--- config.mk ---
export PLATFORM = sky130hd
export DESIGN_NAME = mem_stage_ob
export DESIGN_NICKNAME = d
export VERILOG_FILES = /design/src/rtl/mem_stage_ob.sv
export SDC_FILE = /design/constraint.sdc
export NUM_CORES = 1
export LEC_CHECK = 0
export ABC_AREA = 0
export CAP_MARGIN = 5
export CELL_PAD_IN_SITES_DETAIL_PLACEMENT = 0
export CELL_PAD_IN_SITES_GLOBAL_PLACEMENT = 1
export CORE_MARGIN = 5
export CORE_UTILIZATION = 46
export DETAILED_ROUTE_END_ITERATION = 8
export PLACE_DENSITY_LB_ADDON = 0.1
export REMOVE_ABC_BUFFERS = 1
export SYNTH_ARGS = -nofsm -noshare
export SYNTH_HDL_FRONTEND = slang
export SYNTH_SLANG_ARGS = --single-unit
export TNS_END_PERCENT = 20
--- constraint.sdc ---
create_clock -name clk -period 10.1 [get_ports clk]
set_input_delay 2.02 -clock clk [delete_from_list [all_inputs] [get_ports clk]]
set_output_delay 2.02 -clock clk [all_outputs]
set_load 0.02 [all_outputs]
--- src/rtl/mem_stage_ob.sv ---
// mem_stage_ob: multi-entry MEM stage buffering issued data requests, matching in-order data_ok and extracting loads.
// Define MEM_DATA_BYPASS_EN to forward data_sram_rdata to WB in the data_ok cycle when it targets the head entry.
module mem_stage_ob #(
    parameter int DEPTH = 2,
    parameter int EXC_W = 7
) (
    input  logic                       clk,
    input  logic                       resetn,
    input  logic                       exe_to_mem_valid,
    output logic                       mem_allowin,
    input  logic [31:0]                exe_pc,
    input  logic [31:0]                exe_result,
    input  logic                       exe_rf_we,
    input  logic [4:0]                 exe_rf_waddr,
    input  logic                       exe_req_issued,
    input  logic [3:0]                 exe_ld_op,
    input  logic                       exe_is_load,
    input  logic [EXC_W-1:0]           exe_exc,
    input  logic                       exe_orphan_req,
    input  logic                       data_sram_data_ok,
    input  logic [31:0]                data_sram_rdata,
    input  logic                       cancel_exc_ertn,
    input  logic                       wb_allowin,
    output logic                       mem_to_wb_valid,
    output logic [31:0]                mem_pc,
    output logic                       mem_rf_we,
    output logic [4:0]                 mem_rf_waddr,
    output logic [31:0]                mem_rf_wdata,
    output logic [EXC_W-1:0]           mem_exc,
    output logic                       mem_exc_flush,
    output logic                       mem_ld_pending,
    output logic [$clog2(DEPTH+1)-1:0] mem_count
);
    localparam int PW = DEPTH > 1 ? $clog2(DEPTH) : 1;
    localparam int CW = $clog2(DEPTH+1);
    localparam int DW = $clog2(DEPTH+3);

    logic [31:0]      r_pc    [DEPTH];
    logic [31:0]      r_res   [DEPTH];
    logic [4:0]       r_waddr [DEPTH];
    logic [3:0]       r_ldop  [DEPTH];
    logic [31:0]      r_rdata [DEPTH];
    logic [EXC_W-1:0] r_exc   [DEPTH];
    logic [DEPTH-1:0] r_vld, r_done, r_iss, r_ld, r_we;
    logic [PW-1:0]    r_head, r_tail;
    logic [CW-1:0]    r_count;
    logic [DW-1:0]    r_disc;

    logic [PW-1:0] w_j, w_rp;
    logic          w_hit, w_ldp;
    logic [DW-1:0] w_pend, w_tot;
    logic          w_hvld, w_hexc, w_fill, w_byp, w_ready, w_pop, w_push, w_dec;
    logic [31:0]   w_rdata, w_res, w_ldv, w_wdata;
    logic [3:0]    w_op;
    logic [7:0]    w_byte;
    logic [15:0]   w_half;

    function automatic logic [PW-1:0] nxt(input logic [PW-1:0] p);
        return (int'(p) == DEPTH-1) ? '0 : p + 1'b1;
    endfunction

    // The response target is the oldest issued entry still waiting, searched from the head.
    always_comb begin
        w_j    = '0;
        w_rp   = '0;
        w_hit  = 1'b0;
        w_pend = '0;
        w_ldp  = 1'b0;
        for (int k = 0; k < DEPTH; k++) begin
            w_j = PW'((int'(r_head) + k) % DEPTH);
            if (!w_hit && r_vld[w_j] && r_iss[w_j] && !r_done[w_j]) begin
                w_hit = 1'b1;
                w_rp  = w_j;
            end
            w_pend = w_pend + DW'(r_vld[k] & r_iss[k] & ~r_done[k]);
            w_ldp  = w_ldp | (r_vld[k] & r_ld[k] & ~r_done[k]);
        end
    end

    assign w_hvld = r_vld[r_head];
    assign w_hexc = |r_exc[r_head];
    assign w_dec  = data_sram_data_ok & (r_disc != '0);
    assign w_fill = data_sram_data_ok & (r_disc == '0) & w_hit;
`ifdef MEM_DATA_BYPASS_EN
    assign w_byp  = w_fill & (w_rp == r_head);
`else
    assign w_byp  = 1'b0;
`endif
    assign w_rdata = w_byp ? data_sram_rdata : r_rdata[r_head];
    assign w_ready = w_hvld & (w_hexc | ~r_iss[r_head] | r_done[r_head] | w_byp);
    assign mem_to_wb_valid = ~cancel_exc_ertn & w_ready;
    assign w_pop       = mem_to_wb_valid & wb_allowin;
    assign mem_allowin = ~cancel_exc_ertn & ((r_count < CW'(DEPTH)) | w_pop);
    assign w_push      = exe_to_mem_valid & mem_allowin;
    assign w_tot       = r_disc + w_pend + DW'(exe_orphan_req);

    assign w_res  = r_res[r_head];
    assign w_op   = r_ldop[r_head];
    assign w_byte = w_rdata[{w_res[1:0], 3'b000} +: 8];
    assign w_half = w_res[1] ? w_rdata[31:16] : w_rdata[15:0];
    assign w_ldv  = w_op[1] ? w_rdata :
                    w_op[2] ? {{16{w_op[0] & w_half[15]}}, w_half} :
                              {{24{w_op[0] & w_byte[7]}}, w_byte};
    assign w_wdata = r_ld[r_head] ? w_ldv : w_res;

    assign mem_pc         = mem_to_wb_valid ? r_pc[r_head] : '0;
    assign mem_rf_we      = mem_to_wb_valid & r_we[r_head];
    assign mem_rf_waddr   = mem_to_wb_valid ? r_waddr[r_head] : '0;
    assign mem_rf_wdata   = mem_to_wb_valid ? w_wdata : '0;
    assign mem_exc        = mem_to_wb_valid ? r_exc[r_head] : '0;
    assign mem_exc_flush  = w_hvld & w_hexc;
    assign mem_ld_pending = w_ldp;
    assign mem_count      = r_count;

    // Push is ordered after fill and pop so a full-buffer refill of the head slot wins.
    always_ff @(posedge clk) begin
        if (!resetn) begin
            r_head  <= '0;
            r_tail  <= '0;
            r_count <= '0;
            r_disc  <= '0;
            r_vld   <= '0;
            r_done  <= '0;
        end else if (cancel_exc_ertn) begin
            r_head  <= '0;
            r_tail  <= '0;
            r_count <= '0;
            r_vld   <= '0;
            r_done  <= '0;
            r_disc  <= w_tot - DW'(data_sram_data_ok && (w_tot != '0));
        end else begin
            r_disc <= r_disc + DW'(exe_orphan_req) - DW'(w_dec);
            if (w_fill) begin
                r_rdata[w_rp] <= data_sram_rdata;
                r_done[w_rp]  <= 1'b1;
            end
            if (w_pop) begin
                r_vld[r_head] <= 1'b0;
                r_head        <= nxt(r_head);
            end
            if (w_push) begin
                r_pc[r_tail]    <= exe_pc;
                r_res[r_tail]   <= exe_result;
                r_we[r_tail]    <= exe_rf_we;
                r_waddr[r_tail] <= exe_rf_waddr;
                r_ldop[r_tail]  <= exe_ld_op;
                r_ld[r_tail]    <= exe_is_load;
                r_iss[r_tail]   <= exe_req_issued;
                r_exc[r_tail]   <= exe_exc;
                r_vld[r_tail]   <= 1'b1;
                r_done[r_tail]  <= 1'b0;
                r_tail          <= nxt(r_tail);
            end
            r_count <= r_count + CW'(w_push) - CW'(w_pop);
        end
    end
endmodule
[Yosys cells after proc, flatten, opt, wreduce, memory -nomap -nowiden]
Memory sizes are Yosys's and may differ from the RTL's. A register that Yosys moved wholly into a read port is not among the register bits.
Cells that the tools add are included.
Word-level totals
  input port bits: 122
  bits in writable memories: 224
  memories kept: 6
  flip-flop bits (word level): 17
  logic and storage cells: 158
Memories
  r_pc: words 2, width 32, rd ports 1, clocked after Yosys merged registers in 1, wr ports 1, RTL line 38  | logic [31:0] r_pc [DEPTH];
  r_rdata: words 2, width 32, rd ports 1, clocked after Yosys merged registers in 1, wr ports 1, RTL line 42  | logic [31:0] r_rdata [DEPTH];
  r_res: words 2, width 32, rd ports 1, clocked after Yosys merged registers in 1, wr ports 1, RTL line 39  | logic [31:0] r_res [DEPTH];
  r_exc: words 2, width 7, rd ports 1, clocked after Yosys merged registers in 1, wr ports 1, RTL line 43  | logic [EXC_W-1:0] r_exc [DEPTH];
  r_waddr: words 2, width 5, rd ports 1, clocked after Yosys merged registers in 1, wr ports 1, RTL line 40  | logic [4:0] r_waddr [DEPTH];
  r_ldop: words 2, width 4, rd ports 1, clocked after Yosys merged registers in 1, wr ports 1, RTL line 41  | logic [3:0] r_ldop [DEPTH];
Cells by class
  add/subtract/negate cells: 11
  reductions and logical operators: 18
  bitwise operators: 37
  magnitude comparators: 8
  shifts and indexed selects: 1
  multiplexer cells: 68
Operators with widths (number)
  32-bit two-way mux: 5
  1-bit two-way mux: 45
  32-bit by 6-bit indexed part select with 8-bit output: 1
  1-bit AND: 18
  16-bit two-way mux: 1
  2-bit two-way mux: 8
  1-bit logical AND: 9
  1-bit by 2-bit < comparator with 1-bit output, second input constant: 4
  7-bit two-way mux: 1
  7-bit OR reduction: 1
  3-bit by 1-bit adder with 3-bit output: 2
  3-bit adder: 2
  1-bit by 3-bit AND with 3-bit output: 2
  2-bit bitwise mux: 3
  1-bit inverter with 3-bit output: 2
  3-bit nonzero test: 2
  3-bit by 1-bit subtractor with 3-bit output: 2
  5-bit two-way mux: 1
  1-bit inverter: 5
  2-bit AND: 2
  2-bit inverter: 2
  1-bit OR: 4
  2-bit OR: 2
  1-bit adder, second input constant: 3
  10 further kinds: 16

[Longest topological paths before layout]
  depth in word-level cells: 20
  depth in mapped cells: 14
  mapped depth without buffers: 14

[Worst setup path before layout]
OpenSTA, ideal clock, no wires.
  kind: input port to flip-flop
  start point: input port cancel_exc_ertn
  end point: memory r_exc[1][0], enable pin
  data required time: 9583 ps
  library setup time: 517 ps
  stages: 5
  setup slack: 3544 ps
  arrival: 6039 ps
  path through: clkbuf_1 -> nor2b_1 -> clkbuf_1 -> nand2_1 -> nor2_1
Between the ends
  word-level cells in the longest chain between the ends: 10
RTL lines
  from (decl): RTL line 22  | input logic cancel_exc_ertn,
  1-bit inverter (no line)
  1-bit AND: RTL line 91  | assign mem_to_wb_valid = ~cancel_exc_ertn & w_ready;
  1-bit AND: RTL line 92  | assign w_pop = mem_to_wb_valid & wb_allowin;
  1-bit OR: RTL line 93  | assign mem_allowin = ~cancel_exc_ertn & ((r_count < CW'(DEPTH)) | w_pop);
  1-bit AND: RTL line 93
  1-bit AND: RTL line 94  | assign w_push = exe_to_mem_valid & mem_allowin;
  1-bit two-way mux: RTL line 141  | if (w_push) begin
  1-bit two-way mux *: RTL line 124  | end else if (cancel_exc_ertn) begin
  1-bit two-way mux *: RTL line 117  | if (!resetn) begin
  1-bit two-way mux (not written as such) *: RTL line 149  | r_exc[r_tail] <= exe_exc;
  to (decl): RTL line 43
Mark *: on every way between the ends. The rest lies on a longest branch, timed or not.

[Worst setup path in the final report]
  start point: input port cancel_exc_ertn
  end point: output port mem_rf_wdata[16]
Between the ends
  word-level cells in the longest chain between the ends: 3
RTL lines
  1-bit inverter (no line)
  1-bit AND: RTL line 91
  32-bit two-way mux: RTL line 109  | assign mem_rf_wdata = mem_to_wb_valid ? w_wdata : '0;
  to (decl): RTL line 28  | output logic [31:0] mem_rf_wdata,
Every way passes these cells.

==> flow_metrics.tcl <==
set metrics [dict create \
    synth.mux.area_fraction 0.137 \
    setup_ws_post_layout_ps 3050 \
    synthesis.instances 691 \
    min_path_cells 1 \
    detailedPlacementHpwl_mm 16.1 \
    drv.max_cap_violation_count 0 \
    synth_enable_flop_cells 228 \
    design.final.nets 1021 \
    unrepaired_setup_endpoints_after_global_routing "false" \
    place.detailed.instances 1146 \
    synthTopCellsByArea "sky130_fd_sc_hd__edfxtp_1 (65%), sky130_fd_sc_hd__mux2i_1 (10%), sky130_fd_sc_hd__mux2_2 (3.0%)" \
    rrSetupSlack_ps 5880 \
    synth_top_area_frac 0.654 \
    grt_util_all_layers 0.186 \
    power.switching_uw 461 \
    slew_viol_final 0 \
    synth_top_cells_by_count "sky130_fd_sc_hd__edfxtp_1 (228), sky130_fd_sc_hd__mux2i_1 (105), sky130_fd_sc_hd__nor2_1 (64), sky130_fd_sc_hd__mux2_2 (28), sky130_fd_sc_hd__nor2b_1 (26)" \
    initial_antenna_violation_count 3 \
    cts-buffers-inserted 26 \
    clkTransAtPathRegs_ps 60 \
    r2r_depth 12 \
    detail_route.iter0.violations 446 \
    clock_tree.htree_level_count 1 \
    layout-area-overhead-vs-synth_pct 29.8 \
    cp_slowest_cell "sky130_fd_sc_hd__nand4b_2" \
    initial_cell_density_of_the_core 0.465 \
    worst_r2r_endpoint "mem_count[1]" \
    ys.flop_type "sky130_fd_sc_hd__edfxtp_1" \
    hold_path.class "flip-flop to flip-flop" \
    path_common_cell "sky130_fd_sc_hd__clkdlybuf4s50_1" \
    outcome "finished, final reports clean" \
    synth_compound_gate_area_share 0.0731 \
    share_of_synthesized_cell_area_in_full_adder_half_adder_and_majority_cells 0.0141 \
    multiInputGateArea_um2 3140 \
    critPathMaxFanout 29 \
    grt_max_degree 78 \
    min_delay_worst_endpoint "r_done[0]" \
    design.die.area_um2 25900 \
    floorplan.io_pins 205 \
    overflow 0 \
    cp_data_arrival_time_ps 5030 \
    power.share.sequential 0.503 \
    power_density_nw_per_um2 163 \
    final_number_of_hold_violating_endpoints 0 \
    internal_power_uw 1760 \
    fmax_mhz 142 \
    clk_path_buf_depth 3 \
    cts-root-buf "sky130_fd_sc_hd__clkbuf_16" \
    fp.dieW_um 161 \
    dominant_combinational_cell_family_by_area_after_synthesis "multiplexers" \
    synthMostInstantiatedCell "sky130_fd_sc_hd__edfxtp_1" \
    power.ir.vdd_worst_mv 0.137 \
    global_route_wire_length_before_repair_mm 38.2 \
    power.share.switching 0.208 \
    dieHeight_um 161 \
    whs_ps 532 \
    final_setup_violation_count 0 \
    final_layout_size_suffix_gt1_frac 0.113 \
    cts_tree "done" \
    synth-seq-area-share 0.677 \
    yosys.area.top_type "sky130_fd_sc_hd__edfxtp_1" \
    preCtsSetupSlack_ps 3070 \
    cts_hold_repair.buffers 0 \
    grt_pass1_vias 6757 \
    crit_type "input port to output pin" \
    part_of_the_power_in_the_clock_network 0.413 \
    slew_headroom 0.258 \
    startpoint_types "input port" \
    worst_hold_startpoint "r_tail" \
    cts_resized 0 \
    worst-slew-pin-transition_ps 1110 \
    post_synth.cell_area_avg_um2 15.1 \
    dr_total_vias 6382 \
    static-leakage-power_uw 0.00444 \
    routed_wl_mm 24.7 \
    clock-skew-final_ps 15.9 \
    drt-vias-per-instance 5.33 \
    dpl-instance-area_um2 12700 \
    timing.critical_path.from "cancel_exc_ertn" \
    synth.yosys.warnings 0 \
    min_period_over_period 0.698 \
    seq_area_um2 7090 \
    post-layout-total-power_uw 2220 \
    place_congestion 0.760 \
    worst_ep_required_time_ps 8080 \
    num-fill-cells 1748 \
    proportion_of_synthesized_flip_flops_having_asynchronous_set_or_reset 0 \
    critical-path-max-stage-delay_ps 770 \
    critical_path.endpoint_type "output pin" \
    detail_route.drc_violations 0 \
    min_period_ps 7050 \
    yosys_register_bits 240 \
    mappedNetlistArea_um2 10500 \
    core_area_um2 22500 \
    cts_sinks 240 \
    worstSkewPairLatency_ps 520 \
    finish.cell_count_without_fillers 1197 \
    dr.pass1.iters 5 \
    drt.antenna.violating_nets 0 \
    crit_chain "clkdlybuf4s50_1 > nor2_1 > o21ai_4 > buf_4 > nand4b_2 > o21ai_0 > clkdlybuf4s50_1" \
    yosysUniqueCellTypes 52 \
    postLayoutCellArea_um2 13600 \
    post-cts-setup-buffers 0 \
    row_count 55 \
    yosys.area_share.xor_xnor 0.00502 \
    buffer_ports.inserted 203 \
    routedWlPerCell_um 20.6 \
    combinationalPowerShare 0.083 \
    synth-simple-area-share 0.0660 \
]
[power groups by stage]
| stage | Combinational [µW] | Sequential (µW) | Clock (µW) |
|---|---|---|---|
| 3_5_place_dp | 186 | 1140 | 0 |
| 6_report | 185 | 1120 | 917 |
| 4_1_cts | 188 | 1120 | 937 |
| 3_3_place_gp | 172 | 1130 | 0 |
| 2_1_floorplan | 91.4 | 1140 | 0 |
| 5_1_grt | 203 | 1120 | 983 |
[worst max-delay path: cells and delay by family]
family                 cells  cell delay (ps)
buffers and inverters      3             1550
AND/OR/NAND/NOR            2             1040
AO/OA/AOI/OAI              2              380
[worst max-delay path by stage]
stage / to / slack (ps) / depth (start not counted)
after floorplan: mem_rf_wdata[16] / -720 / 5
after global placement: mem_rf_wdata[16] / 3090 / 7
after detailed placement: mem_rf_wdata[16] / 3070 / 7
after CTS: mem_rf_wdata[16] / 3040 / 7
after global routing: mem_rf_wdata[13] / 2850 / 6
final: mem_rf_wdata[16] / 3050 / 7
[cells in the final DEF, fill, tap and decap left out, types with 6 or more instances in the layout]
cell type / count
sky130_fd_sc_hd__o22a_1: 15
sky130_fd_sc_hd__mux2i_1: 105
sky130_fd_sc_hd__edfxtp_1: 228
sky130_fd_sc_hd__buf_4: 7
sky130_fd_sc_hd__a211oi_1: 23
sky130_fd_sc_hd__ha_1: 7
sky130_fd_sc_hd__dfxtp_1: 11
sky130_fd_sc_hd__clkdlybuf4s50_1: 203
sky130_fd_sc_hd__nor2b_1: 26
sky130_fd_sc_hd__clkbuf_1: 6
sky130_fd_sc_hd__o22ai_1: 7
sky130_fd_sc_hd__o21ai_2: 11
sky130_fd_sc_hd__o21ai_0: 13
sky130_fd_sc_hd__o31ai_1: 8
sky130_fd_sc_hd__a21oi_1: 11
sky130_fd_sc_hd__nand2_1: 20
sky130_fd_sc_hd__clkinv_2: 8
sky130_fd_sc_hd__mux2_2: 28
sky130_fd_sc_hd__nor2_1: 61
sky130_fd_sc_hd__clkbuf_16: 27
sky130_fd_sc_hd__nor3_1: 8
sky130_fd_sc_hd__inv_1: 17
[sequential cells by signal, indices dropped and copies added, names as in the netlist, named ones only]
register,flops
r_pc,64
r_rdata,64
r_res,64
r_exc,14
r_waddr,10
r_ldop,6
r_disc,3
mem_count,2
r_done,2
r_iss,2
r_ld,2
r_vld,2
r_we,2
r_head,1
r_tail,1
[layer usage]
metal / wire [µm] / GRT usage
met3: 1660 / 0.0467
met2: 12200 / 0.313
met4: 372 / 0.0489
met1: 10500 / 0.243
met5: 0 / 0
[metrics by stage]
stage          utilization  setup TNS (ps)
2_1_floorplan            -          -22330
3_3_place_gp         0.566               0
3_5_place_dp         0.566               0
4_1_cts              0.603               0
5_1_grt              0.603               0
6_report             0.603               0
[logic make-up after synthesis]
kind of cell               count (synthesis)
AOI/OAI and AO/OA                        104
DFF                                      240
xor gates and xnor gates                   6
buffers and inverters                     57
adders and majority gates                 10
and+or+nand+nor                          138
muxes                                    136
[area by class of cell]
class / instances / share of cell area
well taps: 285 / 0.0263
diodes: 3 / 0.000553
flip-flops and latches: 240 / 0.522
multi-input cells: 394 / 0.231
clock inverters: 13 / 0.00820
clock buffers: 35 / 0.0535
repair buffers: 210 / 0.154
inverters: 17 / 0.00470
Power figures use the tool's default switching activity.
